[src/rtl/shift_pipe_pkg.sv]
// Shared helpers for the shift_pipe delay line: field-width derivation and
// delay range constants.
package shift_pipe_pkg;

   localparam int unsigned DefaultDelayMin = 0;

   function automatic int unsigned dw_of(input int unsigned max_delay);
      return $clog2(max_delay + 1);
   endfunction

   // Keeps an out-of-range DEFAULT_DELAY from producing an unreachable tap.
   function automatic int unsigned clamp_delay(input int unsigned d, input int unsigned max_delay);
      if (d < DefaultDelayMin) return DefaultDelayMin;
      return (d > max_delay) ? max_delay : d;
   endfunction

endpackage

[src/rtl/shift_stage.sv]
// One {valid, data} stage of the delay line; clr drops the valid bit only.
module shift_stage #(
   parameter int unsigned WIDTH = 8
) (
   input  logic             clk,
   input  logic             rst,
   input  logic             en,
   input  logic             clr,
   input  logic             d_valid,
   input  logic [WIDTH-1:0] d_data,
   output logic             q_valid,
   output logic [WIDTH-1:0] q_data
);

   logic             valid_d, valid_q;
   logic [WIDTH-1:0] data_d, data_q;

   always_comb begin
      valid_d = valid_q;
      data_d  = data_q;
      if (en) begin
         valid_d = d_valid;
         data_d  = d_data;
      end
      if (clr) valid_d = 1'b0;
   end

   always_ff @(posedge clk) begin
      if (rst) begin
         valid_q <= 1'b0;
         data_q  <= '0;
      end else begin
         valid_q <= valid_d;
         data_q  <= data_d;
      end
   end

   assign q_valid = valid_q;
   assign q_data  = data_q;

endmodule

[src/rtl/shift_pipe.sv]
// Delay line with runtime-programmable tap, valid tagging, stall and
// flush-on-reconfigure; tracks how many valid samples sit inside the active delay.
module shift_pipe
   import shift_pipe_pkg::*;
#(
   parameter int unsigned WIDTH         = 8,
   parameter int unsigned MAX_DELAY     = 4,
   parameter int unsigned DEFAULT_DELAY = 4,
   parameter int unsigned DW            = dw_of(MAX_DELAY)
) (
   input  logic             clk,
   input  logic             rst,
   input  logic             en,
   input  logic             in_valid,
   input  logic [WIDTH-1:0] in_data,
   input  logic             cfg_load,
   input  logic [DW-1:0]    delay_cfg,
   output logic             out_valid,
   output logic [WIDTH-1:0] out_data,
   output logic [DW-1:0]    delay_q,
   output logic [DW-1:0]    in_flight,
   output logic             busy
);

   localparam int unsigned NTap      = 2 ** DW;
   localparam logic [DW-1:0] MaxDelay = DW'(MAX_DELAY);
   localparam logic [DW-1:0] RstDelay = DW'(clamp_delay(DEFAULT_DELAY, MAX_DELAY));

   typedef struct packed {
      logic             valid;
      logic [WIDTH-1:0] data;
   } stage_t;

   // tap[0] is the live input so delay 0 falls out as a bypass; taps past
   // MAX_DELAY pad the index space of delay_q and are never selected.
   stage_t [NTap-1:0] tap;
   stage_t            tap_sel;
   logic [DW-1:0]     delay_d;
   logic [DW-1:0]     in_flight_d, in_flight_q;
   logic              inc, dec, bypass;

   assign tap[0].valid = in_valid;
   assign tap[0].data  = in_data;

   for (genvar k = 1; k <= MAX_DELAY; k++) begin : g_stage
      shift_stage #(
         .WIDTH(WIDTH)
      ) u_stage (
         .clk    (clk),
         .rst    (rst),
         .en     (en),
         .clr    (cfg_load),
         .d_valid(tap[k-1].valid),
         .d_data (tap[k-1].data),
         .q_valid(tap[k].valid),
         .q_data (tap[k].data)
      );
   end

   for (genvar k = MAX_DELAY + 1; k < NTap; k++) begin : g_pad
      assign tap[k] = '0;
   end

   always_comb begin
      bypass    = (delay_q == '0);
      tap_sel   = tap[delay_q];
      out_valid = tap_sel.valid & (en | ~bypass);
      out_data  = out_valid ? tap_sel.data : '0;
      busy      = (in_flight_q != '0);
   end

   always_comb begin
      delay_d = delay_q;
      if (cfg_load) delay_d = (delay_cfg > MaxDelay) ? MaxDelay : delay_cfg;
   end

   always_comb begin
      inc         = en & in_valid & ~bypass;
      dec         = en & tap_sel.valid & ~bypass;
      in_flight_d = in_flight_q;
      if (cfg_load)         in_flight_d = '0;
      else if (inc && !dec) in_flight_d = in_flight_q + 1'b1;
      else if (dec && !inc) in_flight_d = in_flight_q - 1'b1;
   end

   always_ff @(posedge clk) begin
      if (rst) begin
         delay_q     <= RstDelay;
         in_flight_q <= '0;
      end else begin
         delay_q     <= delay_d;
         in_flight_q <= in_flight_d;
      end
   end

   assign in_flight = in_flight_q;

endmodule

[config.mk]
export PLATFORM = sky130hd
export DESIGN_NAME = shift_pipe
export DESIGN_NICKNAME = d
export VERILOG_FILES = /design/src/rtl/shift_pipe_pkg.sv /design/src/rtl/shift_stage.sv /design/src/rtl/shift_pipe.sv
export SDC_FILE = /design/constraint.sdc
export NUM_CORES = 1
export LEC_CHECK = 0
export ABC_AREA = 1
export CORE_UTILIZATION = 55
export DETAILED_ROUTE_END_ITERATION = 16
export GPL_ROUTABILITY_DRIVEN = 0
export PLACE_DENSITY_LB_ADDON = 0.3
export RECOVER_POWER = 100
export SKIP_LAST_GASP = 1
export SLEW_MARGIN = 20
export SYNTH_ARGS = -nofsm -noshare
export SYNTH_HDL_FRONTEND = slang
export SYNTH_HIERARCHICAL = 1
export SYNTH_SLANG_ARGS = --single-unit
[constraint.sdc]
create_clock -name clk -period 3 [get_ports clk]
set_input_delay 0.45 -clock clk [delete_from_list [all_inputs] [get_ports clk]]
set_output_delay 0.45 -clock clk [all_outputs]
set_load 0.01 [all_outputs]
# After elaboration in Yosys (flattened, before gate mapping)
# Cells that the tools add are included.
[classes] add_sub_neg=2 magnitude_cmp=2 muxes=6 n_bitwise=7 n_reduce_logical=8
[ops] operator="$bmux 9 s3" count=1
[ops] operator="$mux 3" count=3
[ops] operator="$mux 9" count=1
[ops] operator="$mux 8" count=1
[ops] operator="$and 1x1->1" count=5
[ops] operator="$lt 3x4->1 const B" count=1
[ops] operator="$add 3x1->3 const B" count=1
[ops] operator="$gt 3x3->1 const B" count=1
[ops] operator="$logic_not 3->1" count=1
[ops] operator="$reduce_bool 3->1" count=1
[ops] operator="$sub 3x1->3 const B" count=1
[ops] operator="$logic_and 1x1->1" count=2
[ops] operator="$logic_not 1->1" count=2
[ops] operator="$reduce_bool 2->1" count=1
[ops] operator="$reduce_or 2->1" count=1
[ops] operator="$not 1->1" count=1
[ops] operator="$or 1x1->1" count=1
[word_totals] register_bits=42 in_bits=16 output_inout_bits=16

# Longest topological paths before layout
# Gate-level depths: netlist of the first run.
[logic_depth] depth_word=7 mapped_depth=15 ltp_nobuf=15

# Hierarchy
# Netlist of the first run, hierarchy kept.
[by_module_without_submodules] module="shift_stage" instances=4 cells_each=58 area_per_inst_um2=385.4 seq_area_each_um2=180.2
[by_module_without_submodules] module="shift_pipe" instances=1 cells_each=143 area_per_inst_um2=814.5 seq_area_each_um2=120.1

# Worst setup path before layout of the first run
# OpenSTA, ideal clock, no wires.
[synth_timing] path_kind="register -> register" start="reg delay_q[0]" end="reg in_flight_q[2], in the netlist in_flight[2]" setup_time_ns=0.116 arrival_time_ns=1.883 required_ns=2.884 path_slack_ns=1.002 stages_incl_launch_ff=15 n_path_buf=1 period_less_slack_ns=1.998 cell_sequence="dfxtp_1 buf_6 nand2_1 nand3_2 nand2_1 nand2_1 nand2_2 nand2_1 ha_1 inv_1 fa_1 a21oi_1 o21ai_0 o21ai_0 nor2_1"
[synth_between] elab_chain_len=7 word_cells_on_any_way=13 classes_between="mux (3); bitwise (4); reduce/logical (6)"
[synth_rtl] item="start: declaration" line="shift_pipe.sv:20" text="output logic [DW-1:0] delay_q,"
[synth_rtl] item="start signal: assignment" line="shift_pipe.sv:88" text="delay_q <= RstDelay;"
[synth_rtl] item="start signal: assignment" line="shift_pipe.sv:91" text="delay_q <= delay_d;"
[synth_rtl] item="$bmux 9 s3" line="shift_pipe.sv:66" text="tap_sel = tap[delay_q];"
[synth_rtl] item="$mux 9 (implied by the code)" line="shift_pipe.sv:66"
[synth_rtl] item="$and 1x1->1 (2 in a row)" line="shift_pipe.sv:79" text="dec = en & tap_sel.valid & ~bypass;"
[synth_rtl] item="$logic_not 1->1" line="shift_pipe.sv:82" text="else if (inc && !dec) in_flight_d = in_flight_q + 1'b1;"
[synth_rtl] item="$logic_and 1x1->1" line="shift_pipe.sv:82"
[synth_rtl] item="$mux 3 / $reduce_bool 2->1 (equally long branches)"
[synth_rtl] item="end signal: assignment" line="shift_pipe.sv:92" text="in_flight_q <= in_flight_d;"
[synth_rtl] item="end: declaration" line="shift_pipe.sv:39" text="logic [DW-1:0] in_flight_d, in_flight_q;"
# Parallel ways exist; a longest one is shown, timed or not. The select of a mux whose other input is x is not followed.
# A chain may end at the register's enable or synchronous reset.

# Worst setup path in the final report of the first run
[layout_timing] start="reg delay_q[0]" end="out out_data[1]"
[layout_between] elab_chain_len=5 word_cells_on_any_way=7 classes_between="mux (3); bitwise (3); reduce/logical (1)"
[layout_rtl] item="branches (longest 4 deep; another with $bmux 9 s3)"
[layout_rtl] item="$mux 8 (*)" line="shift_pipe.sv:68" text="out_data = out_valid ? tap_sel.data : '0;"
[layout_rtl] item="end: declaration" line="shift_pipe.sv:19" text="output logic [WIDTH-1:0] out_data,"
# Every way passes the cells marked *. The select of a mux whose other input is x is not followed.

==> results.py, run 1 <==
metrics = {
    "sta": {
        "tns_ns": 0,
        "hold_viol_final": 0,
        "min_period_ns": 2.74,
        "slew_headroom_pct": 55.1,
        "timing.final.crit_share_pct": 91.5,
        "worst_pin_slew_ns": 0.673,
        "rsz0062_at_grt": "no",
        "timing.fmax_mhz": 364,
        "finalSetupViolations": 0,
        "finalClockSkew_ns": 0.00236,
        "final_max_slew_viol_count": 0,
    },
    "synthesis": {
        "yosysTopAreaCell": "dfxtp_1",
        "synth_area_leaders": "dfxtp_1 (36%), nand2_1 (19%), nor2_1 (13%)",
        "synthesis.area_sq_um": 2360,
        "synth.avg_cell_area_sq_um": 6.28,
        "synth_top_area_share_pct": 35.7,
        "synthCells": 375,
        "async_flop_share_pct": 0,
        "synth-seq-area-share_pct": 35.7,
        "synth_edf_count": 0,
        "synth_cell_types": 23,
        "synthFlopType": "dfxtp_1",
        "ys_warn_count": 6,
        "ys_ff_latch": 42,
        "synth_most_common_cell": "nand2_1",
        "synthesis.nets": 393,
        "ys_top_cells_by_count": "nand2_1 (117), nor2_1 (79), inv_1 (53)",
    },
    "setup_path": {
        "critPathMaxFanout": 19,
        "rr_worst_depth": 13,
        "reg2reg_slack_ns": 0.51,
        "critPathRequiredTime_ns": 2.55,
        "cp-startpoint": "delay_q[0]",
        "start_kind": "flip-flop",
        "end_kind": "output pin",
        "critPathArrivalTime_ns": 2.29,
        "crit_type": "reg -> out",
        "rr_endpoint": "in_flight[2]",
        "timing.rr.start": "delay_q[1]",
    },
    "final_layout": {
        "area_growth_pct": 13.2,
        "nNetsFinal": 420,
        "fillers": 394,
        "regArea_sq_um": 841,
        "layout-drive-gt1-share_pct": 6.72,
        "antennaDiodeCount": 0,
        "multi_input_area_sq_um": 1160,
        "utilization_pct": 65.7,
        "postLayoutCellArea_sq_um": 2670,
        "instances_no_fill": 452,
    },
    "pwr": {
        "p_per_area_nw_per_um2": 446,
        "max-vdd-ir-drop_mv": 0.254,
        "p_leak_uw": 0.00132,
    },
    "clock_network": {
        "clk_pin_slew_ns": 0.08,
        "post_cts_buffers": 0,
        "clock-sinks": 42,
        "clock_path_buffers": 2,
        "cts_tree": "done",
        "htreeDepth": 2,
        "clk_latency_ns": 0.29,
        "cts_inserted_buffers": 5,
        "cts_resized": 0,
        "hold_buffers": 0,
        "cts_root_buf": "clkbuf_8",
    },
    "die": {
        "rows": 23,
        "die_w_um": 67.5,
        "core_area_sq_um": 4060,
        "die_h_um": 67.5,
        "die-area_sq_um": 4550,
        "pin_count": 32,
        "start_util_pct": 58.1,
    },
    "routing": {
        "vias": 2188,
        "first_pass_iters": 4,
        "drc": 0,
        "via_per_inst": 4.84,
        "routed_wl_mm": 4.69,
        "ant_nets": 0,
        "routedWlPerCell_um": 10.4,
        "drtIter0Drc": 129,
    },
    "worst_hold_path": {
        "hp-start": "g_stage[4].u_stage/q_data[6]",
        "min_path_cells": 2,
        "hold_class": "reg -> reg",
        "whs_endpoint": "g_stage[4].u_stage/q_data[6]",
    },
    "grt": {
        "antenna_found_initial": 0,
        "grt_pass1_wl_mm": 8.06,
        "grt_max_degree": 73,
        "grt_usage_pct": 24.0,
        "first_global_vias": 1949,
        "overflow": 0,
    },
    "job": {
        "cap_violations": 0,
    },
    "placement": {
        "port_buffers": 31,
        "dp_hpwl_mm": 3.41,
        "place_area_sq_um": 2590,
        "dp.cells": 445,
    },
    "status": {
        "status": "finished clean",
    },
}
-- critical path: stages, from the launching register on --
cell,delay (ns)
dfxtp_1,0.51
inv_2,0.23
nand2_1,0.13
nand3_2,0.06
nand2_1,0.09
nand2_1,0.05
nand2_1,0.13
nand2_4,0.13
nor2_2,0.11
clkdlybuf4s50_1,0.56
-- power by group --
| part | total (uW) | internal [uW] | leakage [uW] | switching, uW |
|---|---|---|---|---|
| registers | 619 | 592 | 0.000347 | 27.1 |
| logic | 229 | 97.8 | 0.000937 | 131 |
| clock network | 342 | 160 | 0.0000383 | 182 |
-- state kept, by name, summed over array words and instances (netlist names) --
register and count:
delay_q 3, g_stage.u_stage/q_data 32, g_stage.u_stage/q_valid 4, in_flight 3
-- worst max path at each step --
stage	depth (start not counted)	end
floorplan	14	in_flight[2]
global placement	10	out_data[4]
detailed placement	10	out_data[1]
CTS	9	out_data[1]
global route	8	out_data[1]
finish	9	out_data[1]
-- per-layer routing --
| metal | up-vias | GRT usage, % | part of all wire [%] |
|---|---|---|---|
| met4 | 0 | 7.98 | 1.3 |
| li1 | 1168 | - | - |
| met5 | - | 0 | 0 |
| met3 | 5 | 6.08 | 3.6 |
| met1 | 985 | 25.9 | 42 |
| met2 | 30 | 44.9 | 53 |
-- layout by cell type, fill, tap and decap left out --
| master | instances |
|---|---|
| nor2_1 | 79 |
| buf_2 | 1 |
| dlygate4sd3_1 | 8 |
| inv_2 | 3 |
| nor3_1 | 1 |
| nand3_1 | 21 |
| fa_1 | 1 |
| o21ai_0 | 5 |
| nand2_2 | 4 |
| nand2_4 | 1 |
| nand3_2 | 1 |
| o22ai_1 | 2 |
| inv_1 | 53 |
| nor3_2 | 1 |
| dfxtp_1 | 42 |
| clkbuf_8 | 5 |
| a21oi_1 | 12 |
| nor2_2 | 8 |
| clkdlybuf4s50_1 | 22 |
| nor2_4 | 1 |
| a21o_1 | 8 |
| buf_4 | 2 |
| nand2_1 | 118 |
| clkbuf_1 | 2 |
| ha_1 | 1 |
-- cell type report --
type / count / share of cell area (%)
sequential: 42 / 31.5
inverter: 56 / 7.88
multi-input combinational: 264 / 43.4
tap: 50 / 2.35
clock buffer: 7 / 2.86
timing repair buffer: 33 / 12.0
-- logic make-up after synthesis --
kind of cell    Yosys count  synth area share, %
fa+ha+maj                 2                 1.38
simple gates            235                 41.2
flops                    42                 35.7
buf+inv                  69                 15.1
compound gates           27                 6.69
-- metrics by stage --
step / hold slack, ns / power (uW) / setup slack, ns
finish: 0.478 / 1190 / 0.256
floorplan: 0.449 / 798 / 1.00
global route: 0.498 / 1260 / 0.121
CTS: 0.477 / 1210 / 0.256
detailed placement: 0.467 / 865 / 0.395
global placement: 0.461 / 859 / 0.477
Note: power is estimated with default switching activity, not from simulation.
==> run 2: changes to the inputs <==
Settings changed: SKIP_CTS_REPAIR_TIMING set to 1.
==> results of run 2 <==
Same layout as run 1: the final DEF is identical, and so are final timing and power.
